===== config.mk =====
export PLATFORM = sky130hd
export DESIGN_NAME = sipo_deserializer
export DESIGN_NICKNAME = d
export VERILOG_FILES = /design/src/rtl/sipo_deserializer.sv
export SDC_FILE = /design/constraint.sdc
export NUM_CORES = 1
export LEC_CHECK = 0
export BUFFER_PORTS_ARGS = -buffer_cell sky130_fd_sc_hd__buf_2
export CAP_MARGIN = 10
export CORE_MARGIN = 5
export CORE_UTILIZATION = 50
export DETAILED_ROUTE_END_ITERATION = 16
export GPL_ROUTABILITY_DRIVEN = 0
export PLACE_DENSITY = 0.74
export SLEW_MARGIN = 10
export SYNTH_ARGS = -nofsm -noshare
export SYNTH_HDL_FRONTEND = slang
export SYNTH_SLANG_ARGS = --single-unit

===== constraint.sdc =====
create_clock -name clk -period 2.6 [get_ports clk]
set_input_delay 0.52 -clock clk [delete_from_list [all_inputs] [get_ports clk]]
set_output_delay 0.52 -clock clk [all_outputs]
set_load 0.1 [all_outputs]

===== src/rtl/sipo_deserializer.sv =====
// sipo_deserializer: serial-to-parallel receiver for the USB bit path.
//
// Shifts serial_in into a WIDTH-bit shift register on each shift_enable strobe, in LSB-first
// or MSB-first order. Each completed word moves into a holding register (data_out) and is
// offered to the consumer through a data_valid/data_ready handshake. If a word completes while
// the previous one is still unconsumed, the new word is dropped and the sticky overrun flag
// is set.
//
// Ports
//   clk           system clock, all logic on posedge
//   nRST          asynchronous active-low reset
//   clear         synchronous flush (SYNC/EOP boundary); overrides shift and handshake
//   shift_enable  sample serial_in this cycle
//   serial_in     received bit
//   data_ready    consumer accepts data_out this cycle
//   data_out      completed word (holding register)
//   data_valid    data_out holds an unconsumed word
//   overrun       sticky: a completed word was dropped
//   bit_count     bits accumulated in the current partial word
module sipo_deserializer #(
  parameter int unsigned WIDTH     = 8,
  parameter bit          LSB_FIRST = 1'b1,
  localparam int unsigned CW       = $clog2(WIDTH)
) (
  input  logic             clk,
  input  logic             nRST,
  input  logic             clear,
  input  logic             shift_enable,
  input  logic             serial_in,
  input  logic             data_ready,
  output logic [WIDTH-1:0] data_out,
  output logic             data_valid,
  output logic             overrun,
  output logic [CW-1:0]    bit_count
);

  localparam logic [CW-1:0] LastCnt = CW'(WIDTH - 1);

  logic [WIDTH-1:0] sr_q, sr_d;
  logic [CW-1:0]    cnt_q, cnt_d;
  logic [WIDTH-1:0] data_q, data_d;
  logic             valid_q, valid_d;
  logic             overrun_q, overrun_d;

  logic [WIDTH-1:0] sr_shifted;
  logic             complete;

  // LSB-first: first bit travels down to bit 0 after WIDTH shifts.
  assign sr_shifted = LSB_FIRST ? {serial_in, sr_q[WIDTH-1:1]} : {sr_q[WIDTH-2:0], serial_in};
  assign complete   = shift_enable && (cnt_q == LastCnt);

  always_comb begin
    sr_d      = sr_q;
    cnt_d     = cnt_q;
    data_d    = data_q;
    valid_d   = valid_q;
    overrun_d = overrun_q;

    if (clear) begin
      sr_d      = '0;
      cnt_d     = '0;
      data_d    = '0;
      valid_d   = 1'b0;
      overrun_d = 1'b0;
    end else begin
      if (shift_enable) begin
        sr_d  = sr_shifted;
        cnt_d = complete ? '0 : cnt_q + CW'(1);
      end

      if (complete) begin
        // The holding register is free if empty or being consumed in this same cycle.
        if (!valid_q || data_ready) begin
          data_d  = sr_shifted;
          valid_d = 1'b1;
        end else begin
          overrun_d = 1'b1;
        end
      end else if (valid_q && data_ready) begin
        valid_d = 1'b0;
      end
    end
  end

  always_ff @(posedge clk or negedge nRST) begin
    if (!nRST) begin
      sr_q      <= '0;
      cnt_q     <= '0;
      data_q    <= '0;
      valid_q   <= 1'b0;
      overrun_q <= 1'b0;
    end else begin
      sr_q      <= sr_d;
      cnt_q     <= cnt_d;
      data_q    <= data_d;
      valid_q   <= valid_d;
      overrun_q <= overrun_d;
    end
  end

  assign data_out   = data_q;
  assign data_valid = valid_q;
  assign overrun    = overrun_q;
  assign bit_count  = cnt_q;

endmodule

Word-level counts from Yosys, hierarchy flattened
Index checks and enable logic that the tools add are counted.

Output and inout port bits: 13. Logic and storage cells: 35. Register bits: 21.

Equal/unequal tests: 3. Mux-type cells: 15. Reductions and logical operators: 11. Add/sub/neg operators: 1.

Operator list (number): $mux 8 (5); $mux 3 (3); $mux 1 (7); $reduce_and 2->1 (3); $reduce_bool 2->1 (3); $add 3x1->3 const B (1); $eq 3x3->1 const B (1); $ne 3x2->1 const B (1); $reduce_bool 3->1 (1); $logic_and 1x1->1 (2); $ne 2x2->1 const B (1); $logic_not 1->1 (1); $logic_or 1x1->1 (1).

Longest topological paths before layout
Depth in word-level cells: 5. Gate-level depth with buffers: 6.

Worst setup path before layout
No wires, ideal clock.

Path type: flip-flop to flip-flop. Start point: register cnt_q[0] (netlist: bit_count[0]). End point: register cnt_q[0] (netlist: bit_count[0]). Data arrival time: 1.792 ns. Slack: 0.676 ns. Setup time: 0.132 ns. Required time: 2.468 ns. Cell stages (with the launch flop): 7. Clock period less this slack: 1.924 ns. Buffers on the path: 1. Cells stage by stage: dfrtp_1 ha_1 ha_1 buf_2 nor2_1 mux2i_1 nor2_1.

Cells in the longest elaborated chain, start to end: 5.

RTL lines: start, declared (RTL line 40) `logic [CW-1:0] cnt_q, cnt_d;`; start signal, assigned (RTL line 94) `cnt_q <= cnt_d;`; branches (longest 2 deep; another with $add 3x1->3); $mux 3 * (RTL line 68) `cnt_d = complete ? '0 : cnt_q + CW'(1);`; $mux 3 * (RTL line 66) `if (shift_enable) begin`; $mux 3 * (RTL line 59) `if (clear) begin`.

Mark *: on every way between the ends. The select of a mux whose other input is x is not followed. A chain may end at the register's enable or synchronous reset.

Worst setup path after layout
Start point: register cnt_q[0] (netlist: bit_count[0]). End point: register data_q[2] (netlist: data_out[2]).

Cells in the longest elaborated chain, start to end: 4.

RTL lines: $eq 3x3->1 (RTL line 50) `assign complete = shift_enable && (cnt_q == LastCnt);`; $logic_and 1x1->1 (RTL line 50); $reduce_bool 2->1 (no source line); $reduce_and 2->1 (no source line); end signal, assigned (RTL line 95) `data_q <= data_d;`; end, declared (RTL line 41) `logic [WIDTH-1:0] data_q, data_d;`.

Every way passes these cells.

==> flow_summary.json <==
{
  "cp_max_fo": 12,
  "die_w_um": 51.7,
  "syn_to_final_growth_pct": 12.6,
  "tns_ns": 0,
  "grt_use_total_pct": 13.1,
  "grt_pass1_vias": 577,
  "slew_viol_final": 0,
  "crit_family": "adder cells",
  "critPathRequiredTime_ns": 2.76,
  "num_rows": 15,
  "synth_area_leader_cell": "dfrtp_1",
  "cp_slowest_cell": "dfrtp_1",
  "synth_warnings": 0,
  "cap_violations": 0,
  "ys_top_cells_by_area": "dfrtp_1 (57%), mux2i_1 (10%), a21oi_1 (5.7%)",
  "cts.clk_slew.worst_paths_ns": 0.11,
  "firstDrtPassIters": 4,
  "cts_buffers": 3,
  "critical-path-max-stage-delay_ns": 0.40,
  "p_per_area_nw_per_um2": 557,
  "grt_pass1_wl_um": 2600,
  "setup.worst_path.start_class": "register",
  "rsz0062_at_grt": "no",
  "gr-total-overflow": 0,
  "cp_cell_sequence": "ha_1 > ha_1 > nand2_1 > o21ai_0 > a21oi_1",
  "hold_buffers": 0,
  "hold_class": "in -> async",
  "outcome": "complete, no violations",
  "r2r_start": "bit_count[0]",
  "drt_wl_total_um": 1540,
  "multi_input_area_um2": 333,
  "io-pin-count": 19,
  "worst_hold_slack_ns": 0.138,
  "p_leak_uw": 0.000504,
  "layout.nets": 105,
  "cp-end-kind": "register",
  "tritoncts": "built",
  "clk_latency_ns": 0.30,
  "post-cts-setup-buffers": 0,
  "syn_nets": 89,
  "regArea_um2": 500,
  "diodes": 0,
  "clock_path_buffers": 2,
  "hold_viol": 0,
  "die_area_um2": 2680,
  "crit_top_cell": "ha_1",
  "vias": 618,
  "grt_max_degree": 22,
  "synth_top_area_share_pct": 57.5,
  "p_total_uw": 546,
  "cp_num_buf_inv": 0,
  "die_y_um": 51.7,
  "fin_crit_sh_pct": 63.8,
  "grt_antenna_before_repair": 0,
  "portBuffers": 18,
  "syn-cell-area_um2": 871,
  "postSynthCellCount": 81,
  "crit_type": "reg -> reg",
  "ys_ff_latch": 20,
  "root_buffer": "clkbuf_4",
  "wl_per_cell_um": 13.6,
  "yosysSeqAreaShare_pct": 57.5,
  "startpoint": "bit_count[0]",
  "clkSinkCount": 20,
  "cp.arrival_ns": 1.82,
  "peakVddDrop_v": 0.000330,
  "core_um2": 1690,
  "worstMarginPinSlew_ns": 0.498,
  "final_common_cell": "dfrtp_1",
  "htree_levels": 1,
  "ys_types": 16,
  "drc": 0,
  "avgSynthCellArea_um2": 10.8,
  "ant_nets": 0,
  "cts-resized-gates": 0,
  "n_fill_cell": 141,
  "viasPerCell": 5.47,
  "layout_common_cells": "dfrtp_1 (20), buf_2 (18), nor2_1 (11)",
  "relSlewSlack_pct": 66.7,
  "initial_utilization_pct": 51.6,
  "clock_skew_ns": 0.0100,
  "min_period_ns": 1.66,
  "max_freq_mhz": 603,
  "setup_violations": 0,
  "layout-drive-gt1-share_pct": 22.9,
  "drtIter0Drc": 24
}
==> registers in the layout, summed over array words and instances (netlist names) <==
signal / count
overrun: 1
data_valid: 1
bit_count: 3
data_out: 8
sr_q: 7
==> cell usage after synthesis <==
master and n:
o21ai_1 3, a31oi_1 1, nand2b_1 2, clkbuf_1 2, dfrtp_1 20, mux2i_1 9, nand3b_1 1, ha_1 2
buf_4 2, buf_2 3, o21ai_0 5, nand4_1 8, nor2b_1 1, nand2_1 1, nor2_1 11, a21oi_1 10
==> report_power, final <==
part,internal [uW],switching (uW),leakage (uW)
registers,315,3.71,0.000277
clock network,85.3,87.1,0.0000210
logic,12.5,42.0,0.000206
total,413,133,0.000504
==> routing by layer <==
metal  share of wire, %  global-route usage [%]  routed length [um]  up-vias
met3                4.5                    2.87                  69        2
met1                 48                    16.5                 733      290
met2                 47                    21.0                 722       13
met5                  0                       0                   0        -
met4               0.78                    6.55                  12        0
li1                   -                       -                   -      313
==> kinds of logic (layout without fill, tap and decap cells) <==
logic type      Yosys count  in the layout  synth area share (%)
compound gates           19             19                  11.1
fa+ha+maj                 2              2                  2.87
buf+inv                   7             22                  4.31
flops                    20             20                  57.5
mux                       9              9                  10.3
simple gates             24             24                  13.9
==> cell type report <==
cell class	count	share of cell area, %
flip-flops and latches	20	51.0
clock buffers	4	3.70
multi-input cells	54	33.9
repair buffers	18	9.18
well taps	17	2.17
==> worst reg2reg max path, cell delays in order, from the launching register on <==
cell	delay, ns
dfrtp_1	0.40
ha_1	0.16
ha_1	0.39
nand2_1	0.26
o21ai_0	0.23
a21oi_1	0.10
==> final timing paths <==
check,to,cells after the start,slack [ns]
max in group asynchronous,data_out[4],1,2.16
setup reg to reg,data_out[2],5,0.94
hold / removal,bit_count[0],1,0.14
min in group clk,data_out[7],3,0.50
setup / recovery,data_out[2],5,0.94
hold reg to reg,overrun,2,0.52
==> through the flow <==
step           area, um2  cells  setup WS [ns]  utilization, %
2_1_floorplan        871     81          0.676               -
3_3_place_gp         945    109           1.04            55.9
3_5_place_dp         945    109          0.984            55.9
4_1_cts              981    113          0.935            58.1
5_1_grt              981    113          0.771            58.1
6_report             981    113          0.942            58.1
No activity file was read; power rests on OpenSTA's default activity.
